--- src/rtl/pht_update_queue_pkg.sv ---
// Shared fetch-unit types for gshare PHT training: widths, queue entry layout,
// and the index/counter helper functions.
package pht_update_queue_pkg;

  localparam int PC_WIDTH                        = 32;
  localparam int INSN_ADDR_BIT_WIDTH             = 2;
  localparam int BRANCH_GLOBAL_HISTORY_BIT_WIDTH = 10;
  localparam int PHT_ENTRY_NUM_BIT_WIDTH         = 10;
  localparam int PHT_ENTRY_WIDTH                 = 2;
  localparam int PHT_QUEUE_SIZE                  = 32;

  typedef logic [PC_WIDTH-1:0]                        PC_Path;
  typedef logic [BRANCH_GLOBAL_HISTORY_BIT_WIDTH-1:0] BranchGlobalHistoryPath;
  typedef logic [PHT_ENTRY_NUM_BIT_WIDTH-1:0]         PHT_IndexPath;
  typedef logic [PHT_ENTRY_WIDTH-1:0]                 PHT_EntryPath;
  typedef logic [$clog2(PHT_QUEUE_SIZE)-1:0]          PhtQueuePointerPath;

  localparam PHT_EntryPath PHT_ENTRY_MAX = '1;

  typedef struct packed {
    PHT_IndexPath phtWA;
    PHT_EntryPath phtWV;
  } PhtQueueEntry;

  // History is zero-extended (or truncated) to the index width before the XOR.
  function automatic PHT_IndexPath ToPHT_Index(input PC_Path addr, input BranchGlobalHistoryPath hist);
    PC_Path shifted;
    shifted = addr >> INSN_ADDR_BIT_WIDTH;
    return shifted[PHT_ENTRY_NUM_BIT_WIDTH-1:0] ^ PHT_IndexPath'(hist);
  endfunction

  function automatic PHT_EntryPath PhtSatUpdate(input PHT_EntryPath prev, input logic taken);
    PHT_EntryPath result;
    if (taken) begin
      result = (prev == PHT_ENTRY_MAX) ? PHT_ENTRY_MAX : prev + PHT_EntryPath'(1);
    end else begin
      result = (prev == '0) ? '0 : prev - PHT_EntryPath'(1);
    end
    return result;
  endfunction

endpackage

--- src/rtl/pht_update_queue_ram.sv ---
// Queue storage: one write port, an async read at head for draining and an
// async read at tail-1 for read-modify coalescing.
module pht_update_queue_ram
  import pht_update_queue_pkg::*;
#(
  parameter int QUEUE_DEPTH = PHT_QUEUE_SIZE
) (
  input  logic                           clk,
  input  logic                           writeEn,
  input  logic [$clog2(QUEUE_DEPTH)-1:0] writePtr,
  input  PhtQueueEntry                   writeEntry,
  input  logic [$clog2(QUEUE_DEPTH)-1:0] headPtr,
  output PhtQueueEntry                   headEntry,
  input  logic [$clog2(QUEUE_DEPTH)-1:0] lastPtr,
  output PhtQueueEntry                   lastEntry
);

  PhtQueueEntry entryArray [QUEUE_DEPTH];

  always_ff @(posedge clk) begin
    if (writeEn) begin
      entryArray[writePtr] <= writeEntry;
    end
  end

  assign headEntry = entryArray[headPtr];
  assign lastEntry = entryArray[lastPtr];

endmodule

--- src/rtl/pht_update_queue.sv ---
// Buffers gshare PHT counter updates from branch resolution and drains them
// through the shared PHT port whenever no read is using it.
module pht_update_queue
  import pht_update_queue_pkg::*;
#(
  parameter int QUEUE_DEPTH    = PHT_QUEUE_SIZE,
  parameter int DROP_CNT_WIDTH = 16
) (
  input  logic                                 clk,
  input  logic                                 rst_n,
  input  logic                                 brResultValid,
  input  PC_Path                               brAddr,
  input  BranchGlobalHistoryPath               brGlobalHistory,
  input  logic                                 brExecTaken,
  input  PHT_EntryPath                         brPhtPrevValue,
  input  logic                                 brIsCondBr,
  input  logic                                 brIsAX,
  input  logic                                 phtReadBusy,
  output logic                                 phtWE,
  output PHT_IndexPath                         phtWA,
  output PHT_EntryPath                         phtWV,
  output logic [$clog2(QUEUE_DEPTH):0]         queueCount,
  output logic                                 queueFull,
  output logic                                 queueEmpty,
  output logic [DROP_CNT_WIDTH-1:0]            dropCount
);

  localparam int PTR_W = $clog2(QUEUE_DEPTH);
  localparam int CNT_W = PTR_W + 1;

  typedef logic [PTR_W-1:0] PtrPath;
  typedef logic [CNT_W-1:0] CountPath;

  PtrPath                    headPtrReg, headPtrNext;
  PtrPath                    tailPtrReg, tailPtrNext;
  PtrPath                    lastPtr, writePtr;
  CountPath                  countReg, countNext;
  logic [DROP_CNT_WIDTH-1:0] dropCountReg, dropCountNext;

  PhtQueueEntry headEntry, lastEntry, writeEntry;
  PHT_IndexPath updIndex;
  logic         writeEn;
  logic         eligible, isEmpty, isFull;
  logic         doPop, doCoalesce, doPush, doDrop;

  assign isEmpty = (countReg == '0);
  assign isFull  = (countReg == CountPath'(QUEUE_DEPTH));
  assign lastPtr = tailPtrReg - PtrPath'(1);

  pht_update_queue_ram #(
    .QUEUE_DEPTH(QUEUE_DEPTH)
  ) queueRam (
    .clk       (clk),
    .writeEn   (writeEn),
    .writePtr  (writePtr),
    .writeEntry(writeEntry),
    .headPtr   (headPtrReg),
    .headEntry (headEntry),
    .lastPtr   (lastPtr),
    .lastEntry (lastEntry)
  );

  always_comb begin
    eligible      = brResultValid && brIsCondBr && !brIsAX;
    updIndex      = ToPHT_Index(brAddr, brGlobalHistory);
    doPop         = !isEmpty && !phtReadBusy;
    // The tail-1 entry is off limits once it is leaving the queue this cycle.
    doCoalesce    = eligible && !isEmpty && (lastEntry.phtWA == updIndex) &&
                    !(doPop && (countReg == CountPath'(1)));
    doPush        = eligible && !doCoalesce && (!isFull || doPop);
    doDrop        = eligible && !doCoalesce && isFull && !doPop;

    writeEn       = doPush || doCoalesce;
    writePtr      = doCoalesce ? lastPtr : tailPtrReg;
    writeEntry.phtWA = updIndex;
    writeEntry.phtWV = PhtSatUpdate(doCoalesce ? lastEntry.phtWV : brPhtPrevValue, brExecTaken);

    headPtrNext   = doPop  ? headPtrReg + PtrPath'(1) : headPtrReg;
    tailPtrNext   = doPush ? tailPtrReg + PtrPath'(1) : tailPtrReg;

    countNext = countReg;
    case ({doPush, doPop})
      2'b10:   countNext = countReg + CountPath'(1);
      2'b01:   countNext = countReg - CountPath'(1);
      default: countNext = countReg;
    endcase

    dropCountNext = dropCountReg;
    if (doDrop && (dropCountReg != '1)) begin
      dropCountNext = dropCountReg + 1'b1;
    end
  end

  always_ff @(posedge clk or negedge rst_n) begin
    if (!rst_n) begin
      headPtrReg   <= '0;
      tailPtrReg   <= '0;
      countReg     <= '0;
      dropCountReg <= '0;
    end else begin
      headPtrReg   <= headPtrNext;
      tailPtrReg   <= tailPtrNext;
      countReg     <= countNext;
      dropCountReg <= dropCountNext;
    end
  end

  // Head data is forced to zero while empty so stale storage never shows.
  assign phtWE      = doPop;
  assign phtWA      = isEmpty ? '0 : headEntry.phtWA;
  assign phtWV      = isEmpty ? '0 : headEntry.phtWV;
  assign queueCount = countReg;
  assign queueFull  = isFull;
  assign queueEmpty = isEmpty;
  assign dropCount  = dropCountReg;

endmodule

--- config.mk ---
export PLATFORM = sky130hd
export DESIGN_NAME = pht_update_queue
export DESIGN_NICKNAME = d
export VERILOG_FILES = /design/src/rtl/pht_update_queue_pkg.sv /design/src/rtl/pht_update_queue_ram.sv /design/src/rtl/pht_update_queue.sv
export SDC_FILE = /design/constraint.sdc
export NUM_CORES = 1
export LEC_CHECK = 0
export CORE_ASPECT_RATIO = 1.5
export CORE_MARGIN = 2
export CORE_UTILIZATION = 64
export CTS_BUF_LIST = sky130_fd_sc_hd__clkbuf_4
export CTS_CLUSTER_DIAMETER = 40
export DETAILED_ROUTE_END_ITERATION = 10
export HOLD_SLACK_MARGIN = 0.03
export PLACE_DENSITY = 0.83
export SLEW_MARGIN = 40
export SYNTH_ARGS = -nofsm -noshare
export SYNTH_HDL_FRONTEND = slang
export SYNTH_HIERARCHICAL = 1
export SYNTH_SLANG_ARGS = --single-unit
export TNS_END_PERCENT = 50
--- constraint.sdc ---
create_clock -name clk -period 12.5 [get_ports clk]
set_clock_uncertainty 0.2 [all_clocks]
set_input_delay 3.125 -clock clk [delete_from_list [all_inputs] [get_ports clk]]
set_output_delay 3.125 -clock clk [all_outputs]
set_load 0.02 [all_outputs]
==> flow_summary.toml <==
[placement]
dp_hpwl_um = 32160
gp_congestion = 0.8400
dpl_worst_slack_ps = 4305
io_buffers = 65

[worst_setup_path]
regToRegSetupSlack_ps = 4770
cp-end-kind = "output port"
rr_startpoint = "tailPtrReg[0]"
rr_worst_depth = 19
arrival_ps = 4900
startpoint = "phtReadBusy"
critPathCapture = "phtWE"
critPathRequiredTime_ps = 9170
critPathLaunchType = "input port"
crit_type = "input port to output port"
crit_fanout = 8
r2r-end = "queueRam/entryArray[0][10]"

[clock_tree]
clk_root_buffer_cell = "clkbuf_4"
clock-sinks = 416
postCtsSetupBuffers = 0
cts_tree = "built"
path_clk_slew_ps = 60
clk-insertion-delay-late_ps = 790
htreeDepth = 3
cts_buffer_depth = 3
cts_resized = 0
cts_made_buffers = 90
holdBufCountCts = 0

[logic_synthesis]
ys_warn_count = 6
mappedNetlistNets = 1565
synthSimpleGateAreaFrac_pct = 6.867
synth_mux_area_share_pct = 18.52
synthAdderAreaFrac_pct = 0.4184
synth_seq_area_share_pct = 58.91
yosysUniqueCellTypes = 52
synth_compound_area_share_pct = 8.260
synth_xor_area_share_pct = 2.654
synthesis.area_mm2 = 0.02093
syn_inst = 1507
ys_ff_latch = 416
syn_avg_cell_area_um2 = 13.89
synth_top_family_by_area = "multiplexers"

[sta]
fin_hold_ws_ps = 298.0
hold_violations = 0
rsz0062_at_grt = "no"
setup_viol = 0
fin_crit_ps = 8224
worst_slew_pin_slew_ps = 849.6
fmax_mhz = 121.6
timing.final.crit_share_pct = 65.79
max_slew_margin_pct = 43.36
drv_slew = 0
fin_tns_setup_ps = 0
finalWorstSetupSlack_ps = 4276

[floorplan]
core-area_mm2 = 0.03243
io_pins = 88
start_util_pct = 64.55
rows = 81
dieArea_mm2 = 0.03420
fp.dieW_um = 151.7
die_h_um = 225.5

[drt]
first_iter_violations = 1823
post_drt_via_cell_ratio = 6.730
drc_errors = 0
wirelength_um = 55320
num_vias = 14180
ant_nets = 0
drtPass1Iterations = 7
post_drt_wl_per_cell_um = 26.25

[global_routing]
grt_max_degree = 95
grt_pass1_vias = 14150
antenna_found_initial = 1
overflow = 0
grt_usage_pct = 32.80
grt_pass1_wl_um = 80950

[pwr]
vdd_drop_max_uv = 244.6
power.density_mw_per_mm2 = 260.6
p_leak_nw = 8.796

[final_layout]
n_fill_cell = 2173
regArea_mm2 = 0.01234
multi_input_area_mm2 = 0.007824
post-route-util_pct = 70.97
mostFrequentLayoutCell = "mux2i_1"
drive_gt1_share_pct = 13.78
final_nets = 1680
mostFrequentLayoutCells = "mux2i_1 (385), edfxtp_1 (384), clkbuf_4 (116), a22oi_1 (96), nand2_1 (68)"
area_growth_syn_to_layout_pct = 9.952

[outcome]
status = "finished clean"

[worst_hold_path]
min_path_type = "register to register"

[job]
maxCapViolCount = 0
logic make-up after synthesis:
family          after synthesis
mux                         387
buf+inv                     114
flops                       416
xor+xnor                     54
compound gates              243
simple gates                286
fa+ha+maj                     7
registers in the layout (all words and copies together) (netlist names):
register             flops
headPtrReg               5
tailPtrReg               5
queueCount               6
queueRam/entryArray    384
dropCount               16
worst min-delay path by stage:
stage | from | to | cells after the start
final | dropCount[5] | dropCount[5] | 1
after global routing | dropCount[15] | dropCount[15] | 1
after CTS | dropCount[15] | dropCount[15] | 1
after detailed placement | dropCount[15] | dropCount[15] | 1
after global placement | dropCount[15] | dropCount[15] | 1
after floorplan | tailPtrReg[4] | tailPtrReg[4] | 1
synth_stat cells, drive strengths merged:
master,instances,share of area [%]
or3,2,0.084
nor3,32,0.79
a21o,2,0.072
dfrtp,32,3.8
xnor2,20,0.84
xnor3,6,0.65
o211ai,1,0.036
nand3b,7,0.25
buf,77,3.7
clkbuf,26,0.47
nor4,4,0.15
a22o,48,2.0
a211oi,2,0.072
and3,4,0.12
a22oi,96,3.4
a32oi,1,0.042
inv,11,0.20
o311a,1,0.10
mux2i,385,18
nand3,55,1.3
o21a,2,0.072
edfxtp,384,55
a21oi,53,1.3
or2,2,0.060
o21ai,5,0.14
xor2,28,1.2
a31oi,28,0.84
nand2,68,1.2
a41oi,1,0.042
o2bb2ai,1,0.042
and2,17,0.51
and4,1,0.042
nor2,45,0.81
o31ai,2,0.072
ha,7,0.42
or4,1,0.054
nand2b,5,0.15
nor2b,4,0.12
or3b,3,0.13
mux2,2,0.11
nand4,36,1.1
per-layer routing:
layer	track usage, %	vias up	wire length [µm]
met1	40.76	6881	18540
met4	20.43	0	3516
met3	6.235	202	6150
met2	52.82	942	27110
met5	0	-	0
li1	-	6156	-
power by group:
group / switching, mW / internal, mW / leakage, nW
logic: 2.09 / 1.24 / 4.25
registers: 0.0794 / 1.59 / 3.87
clock network: 0.511 / 0.503 / 0.682
total: 2.68 / 3.32 / 8.80
area by class of cell:
| cell class | instances | area share [%] |
|---|---|---|
| Antenna cell | 1 | 0.01087 |
| Clock buffer | 116 | 3.783 |
| Clock inverter | 45 | 1.158 |
| Inverter | 11 | 0.2337 |
| Multi-Input combinational cell | 977 | 33.99 |
| Sequential cell | 416 | 53.59 |
| Tap cell | 415 | 2.256 |
| Timing Repair Buffer | 126 | 4.974 |
worst max-delay path: stages:
cell,delay [ps]
clkdlybuf4s50_1,500
nor2_1,530
clkdlybuf4s50_1,750
per-stage QoR:
stage	area [µm²]	std cells	power, mW
finish	23020	2107	5.999
global route	23020	2107	6.192
CTS	22990	2105	5.915
detailed placement	21850	1944	4.912
global placement	21840	1944	4.861
floorplan	20930	1507	4.128
No activity file was read; power rests on OpenSTA's default activity.
